[config.mk]
export PLATFORM = sky130hd
export DESIGN_NAME = pixel_pos_ctrl
export DESIGN_NICKNAME = d
export VERILOG_FILES = /design/src/rtl/pixel_pos_ctrl_pkg.sv /design/src/rtl/pixel_region_sel.sv /design/src/rtl/pixel_pos_ctrl.sv
export SDC_FILE = /design/constraint.sdc
export NUM_CORES = 1
export LEC_CHECK = 0
export BUFFER_PORTS_ARGS = -buffer_cell sky130_fd_sc_hd__buf_2
export CORE_MARGIN = 2
export CORE_UTILIZATION = 40
export CTS_BUF_LIST = sky130_fd_sc_hd__clkbuf_4 sky130_fd_sc_hd__clkbuf_8 sky130_fd_sc_hd__clkbuf_16
export DETAILED_ROUTE_END_ITERATION = 8
export SKIP_LAST_GASP = 1
export SYNTH_ARGS = -nofsm -noshare
export SYNTH_HDL_FRONTEND = slang
export SYNTH_SLANG_ARGS = --single-unit
[constraint.sdc]
create_clock -name iCLK -period 7.06 [get_ports iCLK]
set_input_delay 1.412 -clock iCLK [delete_from_list [all_inputs] [get_ports iCLK]]
set_output_delay 1.412 -clock iCLK [all_outputs]
set_load 0.02 [all_outputs]
[src/rtl/pixel_pos_ctrl_pkg.sv]
// rtl/pixel_pos_ctrl_pkg.sv - shared types and constants for the pixel position controller
package pixel_pos_ctrl_pkg;

  localparam int COORD_W = 13;
  localparam logic [COORD_W-1:0] COORD_MAX = '1;

  typedef enum logic [1:0] {
    WAIT_VS = 2'd0,
    VBLANK  = 2'd1,
    LINE    = 2'd2,
    HBLANK  = 2'd3
  } state_t;

  typedef logic [2:0] rgn_t;

  localparam rgn_t RGN_RAW   = 3'd0;
  localparam rgn_t RGN_RED   = 3'd1;
  localparam rgn_t RGN_GREEN = 3'd2;
  localparam rgn_t RGN_BLUE  = 3'd3;
  localparam rgn_t RGN_BLACK = 3'd4;

  // Counters stick at the top code instead of wrapping back into the frame.
  function automatic logic [COORD_W-1:0] sat_inc(input logic [COORD_W-1:0] v);
    return (v == COORD_MAX) ? v : v + 1'b1;
  endfunction

endpackage

[src/rtl/pixel_region_sel.sv]
// rtl/pixel_region_sel.sv - combinational region code for a pixel position
module pixel_region_sel
  import pixel_pos_ctrl_pkg::*;
#(
  parameter int H_ACTIVE = 617,
  parameter int V_ACTIVE = 478
) (
  input  logic [COORD_W-1:0] row,
  input  logic [COORD_W-1:0] col,
  input  logic [COORD_W-1:0] mark,
  input  logic [COORD_W-1:0] h_lim,
  input  logic [COORD_W-1:0] v_lim,
  output rgn_t               sel
);

  localparam logic [COORD_W-1:0] H_ACT = COORD_W'(H_ACTIVE);
  localparam logic [COORD_W-1:0] V_ACT = COORD_W'(V_ACTIVE);

  logic top_band;
  logic left_band;
  logic right_band;
  logic bottom_band;
  logic in_active;

  // Corner markers first, then active area, black for everything outside it.
  always_comb begin
    top_band    = (row < mark);
    left_band   = (col < mark);
    right_band  = (col >= h_lim) && (col < H_ACT);
    bottom_band = (row >= v_lim) && (row < V_ACT);
    in_active   = (row < V_ACT) && (col < H_ACT);
    if (top_band && left_band) begin
      sel = RGN_RED;
    end else if (top_band && right_band) begin
      sel = RGN_GREEN;
    end else if (bottom_band && left_band) begin
      sel = RGN_BLUE;
    end else if (in_active) begin
      sel = RGN_RAW;
    end else begin
      sel = RGN_BLACK;
    end
  end

endmodule

[src/rtl/pixel_pos_ctrl.sv]
// rtl/pixel_pos_ctrl.sv - pixel row/col tracker with corner markers; PIXEL_POS_FRAME_CNT_EN adds oFRAME_CNT
module pixel_pos_ctrl
  import pixel_pos_ctrl_pkg::*;
#(
  parameter int H_ACTIVE = 617,
  parameter int V_ACTIVE = 478,
  parameter int MARK_DEF = 5
) (
  input  logic               iCLK,
  input  logic               iRST,
  input  logic               iDE,
  input  logic               iVS,
  input  logic               iCFG_REQ,
  input  logic [3:0]         iCFG_MARK,
  output logic               oCFG_ACK,
  output logic [COORD_W-1:0] oROW,
  output logic [COORD_W-1:0] oCOL,
  output logic [2:0]         oSEL,
  output logic               oDE,
  output logic               oSOF
`ifdef PIXEL_POS_FRAME_CNT_EN
  ,
  output logic [15:0]        oFRAME_CNT
`endif
);

  localparam logic [COORD_W-1:0] H_ACT    = COORD_W'(H_ACTIVE);
  localparam logic [COORD_W-1:0] V_ACT    = COORD_W'(V_ACTIVE);
  localparam logic [3:0]         MARK_RST = 4'(MARK_DEF);
  localparam logic [COORD_W-1:0] MARK_EXT = {{(COORD_W-4){1'b0}}, MARK_RST};

  state_t             state_q, state_d;
  logic               vs_q, vs_d;
  logic               req_q, req_d;
  logic [COORD_W-1:0] row_q, row_d;
  logic [COORD_W-1:0] col_q, col_d;
  logic [3:0]         mark_q, mark_d;
  logic [3:0]         pend_q, pend_d;
  logic               pend_vld_q, pend_vld_d;
  logic [COORD_W-1:0] h_lim_q, h_lim_d;
  logic [COORD_W-1:0] v_lim_q, v_lim_d;
  logic [COORD_W-1:0] orow_q, orow_d;
  logic [COORD_W-1:0] ocol_q, ocol_d;
  rgn_t               osel_q, osel_d;
  logic               ode_q, ode_d;
  logic               osof_q, osof_d;
  logic               ack_q, ack_d;

  logic               vs_rise;
  logic               req_rise;
  logic               pix_vld;
  logic               pix_first;
  logic               vblank_entry;
  logic               apply;
  logic [COORD_W-1:0] pend_ext;
  rgn_t               rgn;

  // Frame/line state machine, counters and marker-size bookkeeping.
  always_comb begin
    vs_d       = iVS;
    req_d      = iCFG_REQ;
    vs_rise    = iVS & ~vs_q;
    req_rise   = iCFG_REQ & ~req_q;
    state_d    = state_q;
    row_d      = row_q;
    col_d      = col_q;
    mark_d     = mark_q;
    pend_d     = pend_q;
    pend_vld_d = pend_vld_q;
    h_lim_d    = h_lim_q;
    v_lim_d    = v_lim_q;
    pix_vld    = 1'b0;
    pix_first  = 1'b0;
    pend_ext   = {{(COORD_W-4){1'b0}}, pend_q};

    case (state_q)
      WAIT_VS: begin
        if (vs_rise) state_d = VBLANK;
      end
      VBLANK: begin
        if (!vs_rise && iDE) begin
          state_d   = LINE;
          row_d     = '0;
          col_d     = '0;
          pix_vld   = 1'b1;
          pix_first = 1'b1;
        end
      end
      LINE: begin
        if (vs_rise) begin
          state_d = VBLANK;
        end else if (iDE) begin
          col_d   = sat_inc(col_q);
          pix_vld = 1'b1;
        end else begin
          state_d = HBLANK;
        end
      end
      HBLANK: begin
        if (vs_rise) begin
          state_d = VBLANK;
        end else if (iDE) begin
          state_d = LINE;
          row_d   = sat_inc(row_q);
          col_d   = '0;
          pix_vld = 1'b1;
        end
      end
      default: state_d = WAIT_VS;
    endcase

    // Marker size only changes between frames; a request arriving on the
    // entry cycle itself waits for the following frame.
    vblank_entry = (state_d == VBLANK) && (state_q != VBLANK);
    apply        = vblank_entry && pend_vld_q;
    if (apply) begin
      mark_d     = pend_q;
      h_lim_d    = H_ACT - pend_ext;
      v_lim_d    = V_ACT - pend_ext;
      pend_vld_d = 1'b0;
    end
    if (req_rise) begin
      pend_vld_d = 1'b1;
      pend_d     = (iCFG_MARK == 4'd0) ? 4'd1 : iCFG_MARK;
    end
    ack_d = apply;
  end

  pixel_region_sel #(
    .H_ACTIVE (H_ACTIVE),
    .V_ACTIVE (V_ACTIVE)
  ) u_region_sel (
    .row   (row_d),
    .col   (col_d),
    .mark  ({{(COORD_W-4){1'b0}}, mark_q}),
    .h_lim (h_lim_q),
    .v_lim (v_lim_q),
    .sel   (rgn)
  );

  // Output stage: position and region follow the sampled pixel, black when idle.
  always_comb begin
    ode_d  = pix_vld;
    osof_d = pix_first;
    orow_d = orow_q;
    ocol_d = ocol_q;
    osel_d = RGN_BLACK;
    if (pix_vld) begin
      orow_d = row_d;
      ocol_d = col_d;
      osel_d = rgn;
    end
  end

  // All state and registered outputs, cleared asynchronously.
  always_ff @(posedge iCLK or posedge iRST) begin
    if (iRST) begin
      state_q    <= WAIT_VS;
      vs_q       <= 1'b0;
      req_q      <= 1'b0;
      row_q      <= '0;
      col_q      <= '0;
      mark_q     <= MARK_RST;
      pend_q     <= '0;
      pend_vld_q <= 1'b0;
      h_lim_q    <= H_ACT - MARK_EXT;
      v_lim_q    <= V_ACT - MARK_EXT;
      orow_q     <= '0;
      ocol_q     <= '0;
      osel_q     <= RGN_BLACK;
      ode_q      <= 1'b0;
      osof_q     <= 1'b0;
      ack_q      <= 1'b0;
    end else begin
      state_q    <= state_d;
      vs_q       <= vs_d;
      req_q      <= req_d;
      row_q      <= row_d;
      col_q      <= col_d;
      mark_q     <= mark_d;
      pend_q     <= pend_d;
      pend_vld_q <= pend_vld_d;
      h_lim_q    <= h_lim_d;
      v_lim_q    <= v_lim_d;
      orow_q     <= orow_d;
      ocol_q     <= ocol_d;
      osel_q     <= osel_d;
      ode_q      <= ode_d;
      osof_q     <= osof_d;
      ack_q      <= ack_d;
    end
  end

  assign oROW     = orow_q;
  assign oCOL     = ocol_q;
  assign oSEL     = osel_q;
  assign oDE      = ode_q;
  assign oSOF     = osof_q;
  assign oCFG_ACK = ack_q;

`ifdef PIXEL_POS_FRAME_CNT_EN
  logic [15:0] fcnt_q, fcnt_d;

  // Frame counter advances on every start-of-frame pulse, wrapping at 16 bits.
  always_comb begin
    fcnt_d = osof_q ? fcnt_q + 16'd1 : fcnt_q;
  end

  // Frame counter register.
  always_ff @(posedge iCLK or posedge iRST) begin
    if (iRST) begin
      fcnt_q <= '0;
    end else begin
      fcnt_q <= fcnt_d;
    end
  end

  assign oFRAME_CNT = fcnt_q;
`endif

endmodule

==> results.toml <==
[status]
status = "complete, no violations"

[setup_path]
cp.arrival_ns = 4.13
path_class = "in -> reg"
worstRegToRegCells = 12
end_kind = "flip-flop"
r2r-end = "oSEL[1]$_DFF_PP0_"
cp.required_ns = 7.34
cp_max_fo = 9
r2r_start = "col_q[0]$_DFF_PP0_"
reg2reg_setup_slack_ns = 3.53
cp-start-kind = "input port"

[finish]
fin_area_um2 = 4790
syn2layout_area_growth_pct = 13.0
drive_gt1_share_pct = 18.7
fin_cells = 623
layout.nets = 514
diodes = 0
num-fill-cells = 1001

[timing]
hold_violations = 0
setup_slack_ns = 3.21
fin_crit_ns = 3.85
setup-tns-final_ns = 0
tightestPinTransition_ns = 0.995
fmax_ghz = 0.260
setup_viol_count_final = 0
drv_slew = 0
grt_setup_unrepaired = "no"
skew_ns = 0.0109
min_period_over_period_pct = 54.5
slew_headroom_pct = 33.6

[hold_path]
min_from = "oROW[11]$_DFFE_PP0P_"
whs_endpoint = "oROW[11]$_DFFE_PP0P_"
hold_depth = 2
hold_class = "reg -> reg"

[power_and_ir_drop]
worst_ir_drop_vdd_v = 0.000107
p_leak_nw = 2.39
powerDensity_nw_per_um2 = 259

[floorplan]
core-area_um2 = 10300
io_pins = 41
die_w_um = 107
fp.dieH_um = 107
die_area_um2 = 11400
num_rows = 37
start_util_pct = 41.1

[route]
post-route-drc-count = 0
ant_nets = 0
via_count = 3349
wl_per_cell_um = 15.3
drt_iter0_drc = 182
firstDrtPassIters = 4
viasPerCell = 5.38
wirelength_um = 9550

[global_routing]
track_usage_pct = 18.4
gr-usage-met3_pct = 3.22
use_met1_pct = 23.6
grt_pass1_vias = 3308
antenna_found_initial = 0
grt.busiest_layer = "met2"
gr-total-overflow = 0
grt_pass1_wl_um = 16500
grt_max_degree = 81
met2_usage_pct = 30.6

[logic_synthesis]
synthCells = 443
synth_edf_count = 0
synth_seq_cells = 80
syn-cell-area_um2 = 4240
synthDistinctLibCells = 56
async_flop_share_pct = 100
synth_top_cell_by_area = "dfrtp_1"
synthFlopType = "dfrtp_1"
yosysSeqAreaShare_pct = 47.4
yosys_warnings = 0
syn_nets = 475
synth.top_cell.area_share_pct = 43.1
ys_top_cells_by_area = "dfrtp_1, ha_1, nand2_1"
avgSynthCellArea_um2 = 9.58

[clock_network]
cts-buffers-inserted = 9
cts_root_buf = "clkbuf_8"
post_cts_resized = 0
insertion_delay_ns = 0.36
cts_tree = "built"
cts_hold_buf = 0
clk_pin_slew_ns = 0.08
clockBufferDepth = 2
cts_setup_buffers = 0
htree_levels = 3
clock_sinks = 80

[place]
placed_area_um2 = 4570
place_ws_ns = 2.87
placed_cells = 607
numPortBuffers = 40
place_hpwl_um = 6970
gp_congestion = 0.862

[run]
drv_cap = 0
==> cells by family (layout without fill, tap and decap cells) <==
| logic type | count (synthesis) | in the layout | share of synthesized area (%) |
|---|---|---|---|
| adders and majority gates | 23 | 23 | 6.78 |
| AOI/OAI and AO/OA | 93 | 93 | 13.8 |
| DFF | 80 | 80 | 47.4 |
| xor gates and xnor gates | 7 | 7 | 1.45 |
| muxes | 18 | 18 | 4.54 |
| buffers and inverters | 46 | 90 | 4.16 |
| and+or+nand+nor | 176 | 176 | 21.9 |
==> power breakdown <==
group	switching (W)	internal, W
clock	0.000167	0.000212
sequential	0.0000503	0.000526
combinational	0.000170	0.000116
total	0.000387	0.000854
==> worst max-delay path, cell delays in order <==
cell	delay [ns]
buf_2	0.09
nor2b_1	0.61
nor3_2	0.19
nand2_1	0.17
mux2i_1	0.35
nor2_1	0.11
ha_1	0.33
a21o_1	0.10
a21oi_1	0.05
o21ai_0	0.16
nand2_1	0.07
nor3_1	0.18
o2111ai_1	0.12
o22ai_1	0.19
==> metrics by stage <==
step | power, W | utilization, % | hold slack (ns)
finish | 0.00124 | 46.4 | 0.474
global route | 0.00133 | 46.4 | 0.491
CTS | 0.00126 | 46.4 | 0.481
detailed placement | 0.000874 | 44.3 | 0.466
global placement | 0.000865 | 44.3 | 0.458
floorplan | 0.000786 | - | 0.449
==> sequential cells by signal, summed over array words and instances, names as in the netlist <==
signal	flops
pend_q	4
oSOF	1
v_lim_q	4
req_q	1
state_q	2
oCOL	13
row_q	13
oCFG_ACK	1
pend_vld_q	1
col_q	13
mark_q	4
oDE	1
h_lim_q	5
oSEL	3
oROW	13
vs_q	1
==> cell usage after synthesis, types with 3 or more instances <==
cell,count
a41oi_1,4
a21o_1,7
o211ai_1,6
a21oi_1,15
and2_1,4
dfstp_2,7
o31ai_1,3
dfrtp_1,73
or2_2,3
nor2_1,21
mux2_2,10
nand4b_1,3
nor3_1,9
nor4_1,5
xnor2_1,5
inv_1,31
nand4_1,4
clkbuf_1,10
o21ai_0,38
nand3_1,20
mux2i_1,8
o2111ai_1,3
nor2b_1,4
a22oi_1,3
ha_1,23
nand2_1,68
and3_1,8
nand2b_1,7
==> metal layers <==
| layer | part of all wire, % | wire (um) | up-vias |
|---|---|---|---|
| met3 | 3.1 | 296 | 12 |
| li1 | - | - | 1651 |
| met2 | 49 | 4640 | 63 |
| met1 | 46 | 4420 | 1623 |
| met4 | 2.1 | 199 | 0 |
| met5 | 0 | 0 | - |
==> worst max-delay path by stage <==
stage	start	to	slack [ns]	cells past startpoint
after floorplan	iVS	oSEL[1]$_DFF_PP0_	3.36	14
after detailed placement	iVS	oSEL[1]$_DFF_PP0_	2.87	14
after CTS	iVS	oSEL[1]$_DFF_PP0_	3.28	14
final	iVS	oSEL[1]$_DFF_PP0_	3.21	14
after global routing	iVS	oSEL[1]$_DFF_PP0_	2.95	14
after global placement	iVS	oSEL[1]$_DFF_PP0_	2.92	14
==> cell usage in the layout, fill, tap and decap left out, drive strengths merged, types with 4 or more instances in the layout <==
| master | Yosys | layout |
|---|---|---|
| and2 | 4 | 4 |
| and3 | 10 | 10 |
| clkbuf | 11 | 11 |
| dfstp | 7 | 7 |
| nor4 | 6 | 6 |
| xnor2 | 5 | 5 |
| dfrtp | 73 | 73 |
| a41oi | 4 | 4 |
| nor3 | 11 | 11 |
| nand2b | 7 | 7 |
| buf | 2 | 41 |
| a21oi | 15 | 15 |
| mux2i | 8 | 8 |
| nand3 | 20 | 20 |
| mux2 | 10 | 10 |
| nand4 | 6 | 6 |
| clkinv | 2 | 4 |
| inv | 31 | 30 |
| a21o | 7 | 7 |
| nor2b | 4 | 4 |
| o21ai | 38 | 38 |
| nor2 | 21 | 21 |
| o211ai | 6 | 6 |
| nand2 | 68 | 68 |
| ha | 23 | 23 |
==> area by class of cell <==
class | instances | area [um2] | area share (%)
clock inverters | 5 | 80.1 | 1.67
repair buffers | 41 | 208 | 4.33
inverters | 33 | 125 | 2.61
well taps | 136 | 170 | 3.55
multi-input cells | 317 | 2060 | 42.9
flip-flops and latches | 80 | 2010 | 41.9
clock buffers | 11 | 145 | 3.03
(Power assumes the default switching activity.)
